`src/rtl/fifo_rd_pack_pkg.sv`:
```
`default_nettype none
// ============================================================================
// Module      : fifo_rd_pack_pkg
// Description : Shared types and helpers for the FIFO read-side packer.
//               Lane order convention: lane0 occupies the LSBs of a wide word.
// Revision    : 1.0 - initial release
// ============================================================================
package fifo_rd_pack_pkg;

  typedef enum logic [0:0] {
    ST_FILL  = 1'b0,
    ST_FLUSH = 1'b1
  } pack_state_t;

  // Ceiling log2, usable in constant expressions.
  function automatic int clog2(input int value);
    int r;
    int v;
    r = 0;
    v = value - 1;
    while (v > 0) begin
      r = r + 1;
      v = v >> 1;
    end
    return r;
  endfunction

endpackage
`default_nettype wire

```
`src/rtl/fifo_rd_pack.sv`:
```
`default_nettype none
// ============================================================================
// Module      : fifo_rd_pack
// Description : Drains a fall-through FIFO and packs RATIO narrow words into
//               one wide valid/ready word; flush emits a partial word.
// Revision    : 1.0 - initial release
// ============================================================================
module fifo_rd_pack
  import fifo_rd_pack_pkg::*;
#(
  parameter  int DSIZE = 8,
  parameter  int RATIO = 4,
  localparam int CW    = clog2(RATIO + 1)
) (
  input  logic                   rclk,
  input  logic                   rrst,
  input  logic                   rempty,
  input  logic [DSIZE-1:0]       rdata,
  output logic                   rinc,
  input  logic                   flush,
  output logic [DSIZE*RATIO-1:0] m_data,
  output logic [CW-1:0]          m_cnt,
  output logic                   m_valid,
  input  logic                   m_ready
);

  localparam int            c_aw   = DSIZE * (RATIO - 1);
  localparam logic [CW-1:0] c_last = CW'(RATIO - 1);
  localparam logic [CW-1:0] c_full = CW'(RATIO);

  pack_state_t     r_state;
  logic [CW-1:0]   r_cnt;
  logic [c_aw-1:0] r_acc;
  logic            w_out_free;
  logic            w_last;

  assign w_out_free = !m_valid || m_ready;
  assign w_last     = (r_cnt == c_last);

  // The last lane is only popped when the output register can take the word.
  assign rinc = rrst && !rempty && (r_state == ST_FILL) && (!w_last || w_out_free);

  always_ff @(posedge rclk or negedge rrst) begin
    if (!rrst) begin
      r_state <= ST_FILL;
      r_cnt   <= '0;
      r_acc   <= '0;
      m_data  <= '0;
      m_cnt   <= '0;
      m_valid <= 1'b0;
    end else begin
      if (m_valid && m_ready) begin
        m_valid <= 1'b0;
      end
      case (r_state)
        ST_FILL: begin
          if (rinc && w_last) begin
            m_data  <= {rdata, r_acc};
            m_cnt   <= c_full;
            m_valid <= 1'b1;
            r_cnt   <= '0;
            r_acc   <= '0;
          end else begin
            if (rinc) begin
              for (int i = 0; i < RATIO - 1; i++) begin
                if (r_cnt == CW'(i)) begin
                  r_acc[i*DSIZE +: DSIZE] <= rdata;
                end
              end
              r_cnt <= r_cnt + CW'(1);
            end
            // A same-cycle pop counts toward the lane total before the flush test.
            if (flush && (rinc || (r_cnt != '0))) begin
              r_state <= ST_FLUSH;
            end
          end
        end
        ST_FLUSH: begin
          if (w_out_free) begin
            m_data  <= {{DSIZE{1'b0}}, r_acc};
            m_cnt   <= r_cnt;
            m_valid <= 1'b1;
            r_cnt   <= '0;
            r_acc   <= '0;
            r_state <= ST_FILL;
          end
        end
        default: r_state <= ST_FILL;
      endcase
    end
  end

endmodule
`default_nettype wire

```
`config.mk`:
```
export PLATFORM = sky130hd
export DESIGN_NAME = fifo_rd_pack
export DESIGN_NICKNAME = d
export VERILOG_FILES = /design/src/rtl/fifo_rd_pack_pkg.sv /design/src/rtl/fifo_rd_pack.sv
export SDC_FILE = /design/constraint.sdc
export NUM_CORES = 1
export LEC_CHECK = 0
export CAP_MARGIN = 20
export CORE_UTILIZATION = 58
export CTS_BUF_LIST = sky130_fd_sc_hd__clkbuf_4
export CTS_CLUSTER_DIAMETER = 200
export DETAILED_ROUTE_END_ITERATION = 6
export HOLD_SLACK_MARGIN = 0.03
export PLACE_DENSITY_LB_ADDON = 0.08
export SLEW_MARGIN = 20
export SYNTH_ARGS = -nofsm -noshare
export SYNTH_HDL_FRONTEND = slang
export SYNTH_SLANG_ARGS = --single-unit
```
`constraint.sdc`:
```
create_clock -name rclk -period 3.3 [get_ports rclk]
set_clock_uncertainty 0.15 [all_clocks]
set_input_delay 0.66 -clock rclk [delete_from_list [all_inputs] [get_ports rclk]]
set_output_delay 0.66 -clock rclk [all_outputs]
set_load 0.05 [all_outputs]
```
# == Yosys cells after proc, flatten, opt, wreduce, memory -nomap -nowiden ==
# Index checks and enable logic that the tools add are counted.
# W data, S select, Z words.
# op_classes
add_sub_neg,1
eq_ne,9
mux,25
bitwise,1
reduce_logical,19
# op_table
operator,n
$mux W24,3
$mux W32,2
$pmux W32 S2,1
$pmux W24 S2,1
$mux W8,3
$mux W3,5
$pmux W3 S2,2
$ne A3 B1 Y1 const B,3
$reduce_and A3 Y1,3
$eq A3 B2 Y1 const B,2
$logic_and A1 B1 Y1,6
$mux W1,6
$ne A2 B1 Y1 const B,2
$pmux W1 S2,2
$reduce_and A2 Y1,2
$add A3 B1 Y3 const B,1
$eq A3 B1 Y1 const B,1
$logic_not A1 Y1,3
$logic_not A3 Y1,1
$logic_or A1 B1 Y1,3
$ne A3 B2 Y1 const B,1
$reduce_bool A3 Y1,1
$not A1 Y1,1
# word_totals
reg_bits,64
in_bits,13

# == Logic depth before layout (Yosys ltp) ==
# Gate-level depths: netlist (run 1).
# logic_depth
depth_word,9
mapped_depth,7
ltp_nobuf,6

# == Least setup slack after synthesis (run 1) ==
# OpenSTA, ideal clock, no wires.
# synth_path
path_kind,input-to-output
start,input port rempty
end,output port rinc
arrival_ps,1863
required_time_ps,2490
path_slack_ps,627
path_stages,3
path_cell_list,or3b_1 > buf_6 > nor2_1
# synth_via
elab_chain_cells,4
# synth_rtl
element,line_no,rtl
start: declaration,fifo_rd_pack.sv:17,"input logic rempty,"
$logic_not A1 Y1,fifo_rd_pack.sv:41,assign rinc = rrst && !rempty && (r_state == ST_FILL) && (!w_last || w_out_free);
$logic_and A1 B1 Y1 (3 in series),fifo_rd_pack.sv:41,
end: declaration,fifo_rd_pack.sv:19,"output logic rinc,"
# Every way passes these cells.

# == Final worst setup path (run 1) ==
# Same ends and word-level chain as after synthesis.

==> impl_metrics.ini, run 1 <==
[run_status]
status = finished with violations
violations = design-rule violations

[cts]
clk_path_buf_depth = 2
cts_buffers = 9
cts.sinks = 64
clockRootBuffer = clkbuf_4
cts_hold_buffers = 0
clock_latency_ps = 400
post_cts_buffers = 0
clkTransAtPathRegs_ps = 110
cts.htree.levels = 3
cts_tree = done
cts_resized = 0

[global_route]
track_usage = 0.248
grt_start_max_net_pins = 65
antenna_found_initial = 0
grt_pass1_vias = 1830
grt_pass1_wl_mm = 9.16
grt_overflow = 0

[sta]
max_freq_mhz = 337
rsz0062_at_grt = false
setup_viol = 0
post-route-period-util = 0.900
slew_headroom = 0.479
report.final.slew_viol_count = 0
hold_violations = 0
fin_tns_setup_ps = 0
fin_crit_ps = 2970
tightest_slew_ps = 781
hold_ws_ps = 279

[power_and_ir_drop]
p_sw_w = 0.00156
p_leak_nw = 1.53
pwr_density_cell_nw_per_um2 = 1070
ir_drop_uv = 734
p_int_w = 0.00208
p_clk_frac = 0.144
sw_frac_of_total = 0.428
p_seq_frac = 0.353
combPwrFrac = 0.503

[layout]
fillCellCount = 293
mostFrequentLayoutCells = dfrtp_1 (64), clkdlybuf4s50_1 (47), mux2_2 (38)
seqCellArea_um2 = 1600
multiInputGateArea_um2 = 1010
num_antenna_cells = 0
final_layout_size_suffix_gt1_frac = 0.262
syn2layout_area_growth_pct = 25.1
mostFrequentLayoutCell = dfrtp_1
nets = 272

[floorplan]
die_width_um = 70.6
num_rows = 24
die_h_um = 70.6
die_area_um2 = 4980
initial_core_util = 0.613
core-area_um2 = 4440
pin_count = 50

[drt]
drt_wl_total_mm = 5.50
drtPass1Iterations = 6
postRouteAntennaNets = 0
first_iter_violations = 113
wl_per_cell_um = 17.6
viasPerCell = 5.58
drc = 10
vias = 1742

[synthesis]
synthArstFlopShare = 1.00
synth_fp_nets = 213
yosysWarnings = 0
syn_inst = 196
muxShareOfSynthArea = 0.198
ys_seq_area_frac = 0.587
yosys.area_share.xor_xnor = 0
synth_compound_area_frac = 0.0812
ys_types = 33
yosys.area_share.simple = 0.0743
synth-adder-area-share = 0.0184
avgSynthCellArea_um2 = 13.9
netlist_area_um2 = 2730
synth_edf_count = 0
synth_top_family_by_area = multiplexers
synthFlopType = dfrtp_1
ys_ff_latch = 64

[critical_path]
cp-start-kind = input port
cp.required_ps = 2490
cp-end-kind = output pin
crit_type = input port to output pin
cp_max_fo = 7
cp.arrival_ps = 2160

[placement]
port_buffers = 49
gp_congestion = 0.818
dp_hpwl_mm = 3.77

[hold_path]
hold_path.class = input port to asynchronous set/reset pin

[run]
cap_violations = 0
## registers in the layout, indices dropped and copies added, names as in the netlist
| name | flops |
|---|---|
| m_cnt | 3 |
| m_data | 32 |
| m_valid | 1 |
| r_acc | 24 |
| r_cnt | 3 |
| r_state | 1 |
## cell type report
cell class              instances  area share
clock buffers                   9      0.0198
well taps                      52      0.0191
repair buffers                 56       0.161
clock inverters                 7      0.0209
inverters                      11      0.0121
multi-input cells             113       0.298
flip-flops and latches         64       0.470
## cells in the mapped netlist (3+ instances only)
| cell type | instances | share of area |
|---|---|---|
| inv_1 | 10 | 0.014 |
| a21oi_1 | 3 | 0.0055 |
| and2_1 | 8 | 0.018 |
| ha_1 | 4 | 0.018 |
| nand4_1 | 8 | 0.018 |
| o2bb2ai_1 | 4 | 0.013 |
| nand2b_1 | 3 | 0.0069 |
| mux2_2 | 38 | 0.16 |
| o21ai_0 | 9 | 0.017 |
| nor2_1 | 6 | 0.0083 |
| buf_2 | 3 | 0.0055 |
| dfrtp_1 | 64 | 0.59 |
| mux2_1 | 10 | 0.041 |
## final timing paths
check                           start         end  slack (ps)  cells past startpoint
min                              rrst     r_state         280                      2
min reg2reg                m_data[13]  m_data[13]         340                      1
max                            rempty        rinc         330                      4
min in group rclk          m_data[13]  m_data[13]         340                      1
max in group asynchronous        rrst   m_data[8]        2210                      2
max reg2reg                   r_state  m_data[14]         780                      5
## stage by stage
step	cell area (µm²)	setup slack [ps]	power, W	utilization	cells
5_1_grt	3410	298	0.00382	0.767	312
3_5_place_dp	3270	246	0.00314	0.736	296
4_1_cts	3410	333	0.00367	0.767	312
2_1_floorplan	2730	627	0.00258	-	196
6_report	3410	330	0.00365	0.767	312
3_3_place_gp	3270	311	0.00307	0.736	296
## routing by layer
metal	vias to the layer above	share of wire	wire length (µm)	track usage
li1	814	-	-	-
met1	856	0.44	2400	0.322
met2	60	0.49	2680	0.395
met3	12	0.057	311	0.0798
met4	0	0.019	105	0.0956
met5	-	0	0	0
## logic make-up (layout without fill, tap and decap cells)
logic type	Yosys count	in the layout
DFF	64	64
AOI/OAI and AO/OA	28	28
muxes	48	48
and+or+nand+nor	33	33
adders and majority gates	4	4
buffers and inverters	19	83
## power groups by stage
stage	clock [W]	sequential, W	combinational (W)
after global placement	0	0.00128	0.00179
after global routing	0.000562	0.00133	0.00193
after floorplan	0	0.00181	0.000775
after CTS	0.000535	0.00129	0.00184
final	0.000523	0.00129	0.00184
after detailed placement	0	0.00130	0.00183
## critical path, stage by stage
cell             delay, ps
clkdlybuf4s50_1        420
or3b_1                 600
nor2_1                 300
buf_12                 170
Power figures use the tool's default switching activity.
==> run 2, diff against run 1 <==
--- a/config.mk
+++ b/config.mk
@@ -8,7 +8,7 @@
 export CAP_MARGIN = 20
 export CORE_UTILIZATION = 58
 export CTS_BUF_LIST = sky130_fd_sc_hd__clkbuf_4
-export CTS_CLUSTER_DIAMETER = 200
+export CTS_CLUSTER_DIAMETER = 150
 export DETAILED_ROUTE_END_ITERATION = 6
 export HOLD_SLACK_MARGIN = 0.03
 export PLACE_DENSITY_LB_ADDON = 0.08
==> results of run 2 <==
Final layout, timing and power as in run 1 (identical DEF).
